**src/rtl/multi_code_lock_pkg.sv**
```systemverilog
// Shared types and helpers for the multi-digit code lock.
// Digit index width and one-hot button decoding live here.
package multi_code_lock_pkg;

   typedef enum logic [2:0] {
      IDLE,
      ENTER,
      OPEN,
      PROG,
      LOCKOUT
   } lock_state_e;

   function automatic int idx_w(input int n);
      return (n <= 2) ? 1 : $clog2(n);
   endfunction

   function automatic logic oh_valid(input logic [31:0] v);
      return (v != '0) && ((v & (v - 32'd1)) == '0);
   endfunction

   function automatic logic [4:0] oh_idx(input logic [31:0] v);
      logic [4:0] r;
      r = '0;
      for (int i = 0; i < 32; i++) begin
         if (v[i]) r = 5'(i);
      end
      return r;
   endfunction

endpackage

```
**src/rtl/multi_code_lock_timer.sv**
```systemverilog
// Loadable saturating down-counter; done while the count is zero.
// One instance serves unlock hold, lockout and entry timeout.
module multi_code_lock_timer #(
   parameter int W = 8
) (
   input  logic         clk,
   input  logic         rst,
   input  logic         load_i,
   input  logic [W-1:0] val_i,
   output logic         done_o
);

   logic [W-1:0] cnt_q;

   always_ff @(posedge clk or negedge rst) begin
      if (!rst) begin
         cnt_q <= '0;
      end else if (load_i) begin
         cnt_q <= val_i;
      end else if (cnt_q != '0) begin
         cnt_q <= cnt_q - 1'b1;
      end
   end

   assign done_o = (cnt_q == '0);

endmodule

```
**src/rtl/multi_code_lock.sv**
```systemverilog
// Multi-digit button code lock with lockout, entry timeout
// and runtime re-programming of the code while open.
module multi_code_lock
   import multi_code_lock_pkg::*;
#(
   parameter int NUM_BTN        = 2,
   parameter int CODE_LEN       = 5,
   parameter logic [CODE_LEN*idx_w(NUM_BTN)-1:0]
                 DEFAULT_CODE   = 'h0B,
   parameter int MAX_FAILS      = 3,
   parameter int LOCKOUT_CYCLES = 1024,
   parameter int UNLOCK_CYCLES  = 16,
   parameter int ENTRY_TIMEOUT  = 256
) (
   input  logic                           clk,
   input  logic                           rst,
   input  logic [NUM_BTN-1:0]             btn,
   input  logic                           prog_en,
   output logic                           unlock,
   output logic                           locked_out,
   output logic [$clog2(MAX_FAILS+1)-1:0] fail_cnt,
   output logic                           prog_done
);

   localparam int IDX_W = idx_w(NUM_BTN);
   localparam int CW    = idx_w(CODE_LEN);
   localparam int FW    = $clog2(MAX_FAILS + 1);
   localparam int KW    = CODE_LEN * IDX_W;
   localparam int TM0   = (LOCKOUT_CYCLES > UNLOCK_CYCLES) ?
                          LOCKOUT_CYCLES : UNLOCK_CYCLES;
   localparam int TMAX  = (TM0 > ENTRY_TIMEOUT) ?
                          TM0 : ENTRY_TIMEOUT;
   localparam int TW    = $clog2(TMAX + 1);

   localparam logic [TW-1:0] T_OPEN = TW'(UNLOCK_CYCLES - 1);
   localparam logic [TW-1:0] T_LOCK = TW'(LOCKOUT_CYCLES - 1);
   localparam logic [TW-1:0] T_IDLE = TW'(ENTRY_TIMEOUT - 1);
   localparam logic [FW-1:0] F_MAX  = FW'(MAX_FAILS);
   localparam logic [CW-1:0] C_LAST = CW'(CODE_LEN - 1);

   lock_state_e state_q, state_d;
   logic [CW-1:0]    idx_q, idx_d;
   logic             mm_q, mm_d;
   logic [FW-1:0]    fail_q, fail_d;
   logic [KW-1:0]    code_q, code_d;
   logic [KW-1:0]    shadow_q, shadow_d;
   logic             pdone_q, pdone_d;

   logic             tload;
   logic [TW-1:0]    tval;
   logic             tdone;

   logic             press, valid, last, miss, mm_tot;
   logic [IDX_W-1:0] digit, exp_dig;
   logic [CW-1:0]    cur;
   logic [FW-1:0]    fail_inc;

   multi_code_lock_timer #(.W(TW)) u_timer (
      .clk    (clk),
      .rst    (rst),
      .load_i (tload),
      .val_i  (tval),
      .done_o (tdone)
   );

   always_ff @(posedge clk or negedge rst) begin
      if (!rst) begin
         state_q  <= IDLE;
         idx_q    <= '0;
         mm_q     <= 1'b0;
         fail_q   <= '0;
         code_q   <= DEFAULT_CODE;
         shadow_q <= '0;
         pdone_q  <= 1'b0;
      end else begin
         state_q  <= state_d;
         idx_q    <= idx_d;
         mm_q     <= mm_d;
         fail_q   <= fail_d;
         code_q   <= code_d;
         shadow_q <= shadow_d;
         pdone_q  <= pdone_d;
      end
   end

   // Digit position restarts at 0 whenever a new sequence begins.
   assign cur      = (state_q == ENTER || state_q == PROG) ?
                     idx_q : '0;
   assign press    = |btn;
   assign valid    = oh_valid(32'(btn));
   assign digit    = IDX_W'(oh_idx(32'(btn)));
   assign exp_dig  = code_q[cur*IDX_W +: IDX_W];
   assign last     = (cur == C_LAST);
   assign miss     = !valid || (digit != exp_dig);
   assign mm_tot   = miss || (state_q == ENTER && mm_q);
   assign fail_inc = (fail_q == F_MAX) ? fail_q : fail_q + 1'b1;

   always_comb begin
      state_d  = state_q;
      idx_d    = idx_q;
      mm_d     = mm_q;
      fail_d   = fail_q;
      code_d   = code_q;
      shadow_d = shadow_q;
      pdone_d  = 1'b0;
      tload    = 1'b0;
      tval     = T_IDLE;
      unique case (state_q)
         IDLE, ENTER: begin
            if (press) begin
               if (!last) begin
                  state_d = ENTER;
                  idx_d   = cur + 1'b1;
                  mm_d    = mm_tot;
                  tload   = 1'b1;
                  tval    = T_IDLE;
               end else if (!mm_tot) begin
                  state_d = OPEN;
                  fail_d  = '0;
                  tload   = 1'b1;
                  tval    = T_OPEN;
               end else begin
                  fail_d  = fail_inc;
                  state_d = IDLE;
                  if (fail_inc == F_MAX) begin
                     state_d = LOCKOUT;
                     tload   = 1'b1;
                     tval    = T_LOCK;
                  end
               end
            end else if (state_q == ENTER && tdone) begin
               state_d = IDLE;
            end
         end
         OPEN, PROG: begin
            if (state_q == PROG && !prog_en) begin
               state_d = IDLE;
            end else if (prog_en && press) begin
               if (!valid) begin
                  state_d = IDLE;
               end else begin
                  shadow_d[cur*IDX_W +: IDX_W] = digit;
                  if (last) begin
                     code_d  = shadow_d;
                     pdone_d = 1'b1;
                     state_d = IDLE;
                  end else begin
                     state_d = PROG;
                     idx_d   = cur + 1'b1;
                     tload   = 1'b1;
                     tval    = T_IDLE;
                  end
               end
            end else if (tdone) begin
               state_d = IDLE;
            end
         end
         LOCKOUT: begin
            if (tdone) begin
               fail_d  = '0;
               state_d = IDLE;
            end
         end
         default: state_d = IDLE;
      endcase
   end

   assign unlock     = (state_q == OPEN);
   assign locked_out = (state_q == LOCKOUT);
   assign fail_cnt   = fail_q;
   assign prog_done  = pdone_q;

endmodule

```
**config.mk**
```make
export PLATFORM = sky130hd
export DESIGN_NAME = multi_code_lock
export DESIGN_NICKNAME = d
export VERILOG_FILES = /design/src/rtl/multi_code_lock_pkg.sv /design/src/rtl/multi_code_lock_timer.sv /design/src/rtl/multi_code_lock.sv
export SDC_FILE = /design/constraint.sdc
export NUM_CORES = 1
export LEC_CHECK = 0
export BUFFER_PORTS_ARGS = -buffer_cell sky130_fd_sc_hd__buf_4
export CORE_MARGIN = 4
export CORE_UTILIZATION = 57
export DETAILED_ROUTE_END_ITERATION = 6
export PLACE_DENSITY = 0.82
export SLEW_MARGIN = 40
export SYNTH_ARGS = -nofsm -noshare
export SYNTH_HDL_FRONTEND = slang
export SYNTH_SLANG_ARGS = --single-unit
export TNS_END_PERCENT = 100
```
**constraint.sdc**
```tcl
create_clock -name clk -period 3.6 [get_ports clk]
set_input_delay 0.54 -clock clk [delete_from_list [all_inputs] [get_ports clk]]
set_output_delay 0.54 -clock clk [all_outputs]
set_load 0.03 [all_outputs]
```
[Yosys cells after proc, flatten, opt, wreduce, memory -nomap -nowiden]
Index checks and enable logic that the tools add are counted.
Operators by class
  equality and inequality tests: 15
  add/subtract/negate cells: 5
  mux-type cells: 47
  reduce and logical (&&, ||, !) cells: 26
  bitwise gates (word level): 3
  shift operators: 3
Operators with widths (number)
  $mux 10: 5
  $mux 3: 14
  $neg 3->34: 1
  $shift 1x34->5 const A: 1
  $shiftx 1x34->5: 1
  $and 2x32->32: 1
  $logic_not 32->1: 1
  $mux 11: 2
  $mux 1: 14
  $mux 2: 7
  $logic_not 11->1: 1
  $reduce_bool 11->1: 1
  $sub 11x1->11 const B: 1
  $ne 2x2->1 const B: 5
  $reduce_and 5->1: 2
  $pmux 3 s3: 1
  $reduce_and 4->1: 2
  $reduce_bool 2->1: 4
  $eq 3x2->1 const B: 2
  $eq 3x3->1 const B: 2
  $pmux 3 s2: 1
  $reduce_or 2->1: 3
  $bwmux 5: 1
  $logic_and 1x1->1: 5
  16 further kinds: 21
Word-level totals
  word-level logic and storage cells: 107
  input port bits: 5
  bits in registers: 31
  output and inout port bits: 5

[Longest topological paths before layout]
  depth after elaboration: 12
  depth in mapped cells: 12
  depth with buffers taken out: 10

[Hierarchy]
From an unflattened synthesis, not the netlist that was laid out.
Unflattened totals
  cells, all modules: 215
  area, all modules: 1953.1 um2
Modules (own cells, without submodules)
  multi_code_lock: area each 1325.0 um2, cells each 151, seq. area each 504.2 um2, times used 1
  multi_code_lock_timer: area each 628.1 um2, cells each 64, seq. area each 275.3 um2, times used 1

[Worst setup path before layout]
Ideal clock, no wire load.
  path kind: reg2reg
  start point: reg state_q[0]
  end point: reg u_timer.cnt_q[4]
  stages on the path, launching flop included: 11
  clock period less this slack: 2439 ps
  arrival: 2313 ps
  setup slack: 1161 ps
  path buffers: 2
  setup time: 126 ps
  required time: 3474 ps
  cells stage by stage: dfrtp_1 buf_6 and2b_1 and2_2 clkbuf_1 inv_1 ha_1 ha_1 nor4b_1 and2_1 mux2i_1
On the way
  longest elaborated chain between the ends: 12
  elaborated cells between the ends (all ways): 29
  those cells by class: eq/ne: 5; shift: 1; mux: 14; reduce/logical: 9
RTL lines
  start: declaration: line multi_code_lock.sv:41  | lock_state_e state_q, state_d;
  start signal: assignment: line multi_code_lock.sv:76  | state_q <= state_d;
  $eq 3x1->1 or $eq 3x2->1 (tied branches)
  $logic_or 1x1->1: line multi_code_lock.sv:87  | assign cur = (state_q == ENTER || state_q == PROG) ?
  $mux 3: line multi_code_lock.sv:87
  $shiftx 5x4->1: line multi_code_lock.sv:92  | assign exp_dig = code_q[cur*IDX_W +: IDX_W];
  $ne 1x1->1: line multi_code_lock.sv:94  | assign miss = !valid || (digit != exp_dig);
  $logic_or 1x1->1: line multi_code_lock.sv:94
  $logic_or 1x1->1: line multi_code_lock.sv:95  | assign mm_tot = miss || (state_q == ENTER && mm_q);
  $mux 1 or $mux 10 (tied branches): line multi_code_lock.sv:117  | end else if (!mm_tot) begin
  $mux 1 or $mux 10 (tied branches): line multi_code_lock.sv:111  | if (!last) begin
  $mux 1 or $mux 10 (tied branches): line multi_code_lock.sv:110  | if (press) begin
  $pmux 1 s2 or $mux 10 (tied branches)
  $mux 11 or $reduce_bool 2->1 (tied branches)
  end signal: assignment: line multi_code_lock_timer.sv:19  | cnt_q <= val_i;
  end signal: assignment: line multi_code_lock_timer.sv:21  | cnt_q <= cnt_q - 1'b1;
  end: declaration: line multi_code_lock_timer.sv:13  | logic [W-1:0] cnt_q;
Several ways; a longest one is shown, not always the timed one.
A chain may end at the register's enable or synchronous reset.

[Worst setup path in the final report]
  start point: reg state_q[2]
  end point: reg u_timer.cnt_q[8]
Same word-level chain as after synthesis.

==> reports/qor.yml <==
rsz0062_at_grt: "false"
cp_max_fo: 13
finalClockSkew_ns: 0.00847
fin_setup_tns_ns: 0
synth_top_family_by_area: "simple AND/OR/NAND/NOR gates"
ioPinCount: 10
relSlewSlack_pct: 58.2
crit_path_start_kind: "register"
dp_hpwl_mm: 2.70
synth_cells: 200
layout_min_cycle_time_ns: 2.87
die_w_um: 65.4
num_rows: 20
wl_mm: 3.78
tightest_slew_ns: 0.618
cts_sinks: 31
synth_seq_area_share_pct: 41.5
synth_xor_area_share_pct: 4.20
setup_viol: 0
grt_max_degree: 32
yosys.area_share.simple_pct: 22.2
drt_iter0_markers: 146
grt_pass1_vias: 1514
synth_area_per_cell_um2: 9.39
tritoncts: "built"
routedWlPerCell_um: 14.9
initial_core_util_pct: 60.5
leakage_nw: 0.939
yosysUniqueCellTypes: 47
clk_latency_ns: 0.35
dr.pass1.iters: 4
synthFlopType: "dfrtp_1"
htree_levels: 2
syn_to_final_growth_pct: 8.33
fin_util_pct: 65.6
cts-root-buf: "clkbuf_4"
p_per_area_nw_per_um2: 668
postSynth.asyncResetShare_pct: 100
rr_worst_depth: 8
insertedDiodeCount: 0
ys.warnings.count: 0
placed_cells: 246
cts_made_buffers: 5
cts.path.max_buffers: 2
route.detailed.drc: 0
synth_area_um2: 1880
grt_pass1_wl_mm: 6.75
yosys_register_bits: 31
min_path_type: "in -> async"
critPathCaptureType: "register"
cts_resized: 0
synth.mux.area_fraction_pct: 6.93
synth_compound_area_share_pct: 14.6
num_vias: 1439
grt_util_all_layers_pct: 21.2
fillCellCount: 285
nets: 223
hold_viol: 0
antenna_found_initial: 0
place_congestion: 0.930
max_freq_mhz: 348
core_area_um2: 3100
layout.cells.non_filler: 254
crit_type: "reg -> reg"
synthAdderAreaFrac_pct: 6.00
path_clk_slew_ns: 0.11
max-cap-violations: 0
r2r_slack_ns: 0.73
status: "completed"
drive_gt1_share_pct: 15.2
peakVddDrop_v: 0.000480
fin_crit_sh_pct: 79.8
dieArea_um2: 4280
grt-ovfl-total: 0
layout.area.seq_um2: 779
drv_slew: 0
via_per_inst: 5.67
die_h_um: 65.4
cp_data_required_time_ns: 3.85
postCtsSetupBuffers: 0
detail-route-antenna-nets: 0
multi_input_area_um2: 1010
synth-edff-count: 0
synth_fp_nets: 214
worst_ep_arrival_time_ns: 3.13
port_buffers: 9
holdBufCountCts: 0
## flip-flops by register name (all words and copies together), names as in the netlist
name	count
code_q	5
fail_cnt	2
idx_q	3
mm_q	1
prog_done	1
shadow_q	5
state_q	3
u_timer.cnt_q	11
## worst max-delay path: stages (launching register included)
cell,delay [ns]
dfrtp_1,0.56
and2b_1,0.28
and2_2,0.26
inv_1,0.12
ha_1,0.19
ha_1,0.32
nor4b_1,0.56
nand3_1,0.23
a32oi_1,0.26
## synthesized netlist by cell type, types with 2 or more instances
cell type   n  area share (%)
a21oi_1     9             2.4
buf_6       3             1.8
clkbuf_1    3            0.60
dfrtp_1    28              37
dfstp_2     3             4.2
ha_1        9             6.0
inv_1       9             1.8
mux2i_1     9             4.8
nand2_1    36             7.2
nand3_1     4             1.1
nand3b_1    2            0.80
nand4_1     2            0.67
nor2_1     15             3.0
nor2b_1     6             2.0
nor3_1      3            0.80
nor3b_1     2            0.80
o21ai_0    17             4.5
o21bai_1    2            0.80
o311a_1     2             1.1
o31ai_1     2            0.80
xnor2_1     6             2.8
xor2_1      3             1.4
## through the flow
stage | hold slack [ns] | area [µm²] | setup slack, ns | power (mW)
after global placement | 0.466 | 1950 | 0.974 | 1.03
after floorplan | 0.244 | 1880 | 1.16 | 0.947
after global routing | 0.113 | 2030 | 0.360 | 1.47
final | 0.109 | 2030 | 0.726 | 1.36
after detailed placement | 0.472 | 1950 | 0.760 | 1.06
after CTS | 0.104 | 2030 | 0.733 | 1.36
## placed cells by master, fill, tap and decap left out, types with 2 or more instances in the layout
| cell | instances |
|---|---|
| o31ai_1 | 2 |
| nor2b_1 | 6 |
| inv_1 | 9 |
| mux2i_1 | 9 |
| nand3b_1 | 2 |
| nor3b_1 | 2 |
| nand2_1 | 36 |
| buf_4 | 9 |
| ha_1 | 9 |
| nand3_1 | 4 |
| o311a_1 | 2 |
| clkbuf_4 | 5 |
| o21ai_0 | 17 |
| dfrtp_1 | 28 |
| nor3_1 | 3 |
| nor2_1 | 15 |
| a21oi_1 | 9 |
| o21bai_1 | 2 |
| dfstp_2 | 3 |
| xor2_1 | 3 |
| xnor2_1 | 6 |
| nand4_1 | 2 |
## where the power goes
group	switching, mW	internal, mW
Clock	0.132	0.164
Sequential	0.0759	0.405
Combinational	0.341	0.242
## cell type report
cell class | count | area share [%]
sequential | 31 | 38.3
tap | 44 | 2.71
inverter | 9 | 1.66
clock buffer | 6 | 2.52
clock inverter | 2 | 1.72
multi-input combinational | 153 | 49.8
timing repair buffer | 9 | 3.32
## worst paths after layout
kind                                         from                           end
min                                           rst        state_q[0]$_DFFE_PN0P_
max in group asynchronous                     rst         code_q[0]$_DFFE_PN1P_
max reg2reg                state_q[2]$_DFFE_PN0P_  u_timer.cnt_q[8]$_DFFE_PN0P_
min reg2reg                 code_q[3]$_DFFE_PN1P_         code_q[3]$_DFFE_PN1P_
max                        state_q[2]$_DFFE_PN0P_  u_timer.cnt_q[8]$_DFFE_PN0P_
min in group clk            code_q[3]$_DFFE_PN1P_         code_q[3]$_DFFE_PN1P_
## metal layers
| layer | vias up | GRT usage (%) | share of wire, % |
|---|---|---|---|
| li1 | 710 | - | - |
| met1 | 685 | 23.6 | 42 |
| met2 | 31 | 35.1 | 51 |
| met3 | 13 | 7.01 | 3.9 |
| met4 | 0 | 12.4 | 3.2 |
| met5 | - | 0 | 0 |
## cells by family after synthesis
logic type                 after synthesis
and+or+nand+nor                         83
AOI/OAI and AO/OA                       40
DFF                                     31
buffers and inverters                   16
muxes                                   12
xor gates and xnor gates                 9
adders and majority gates                9
(Power assumes the default switching activity.)
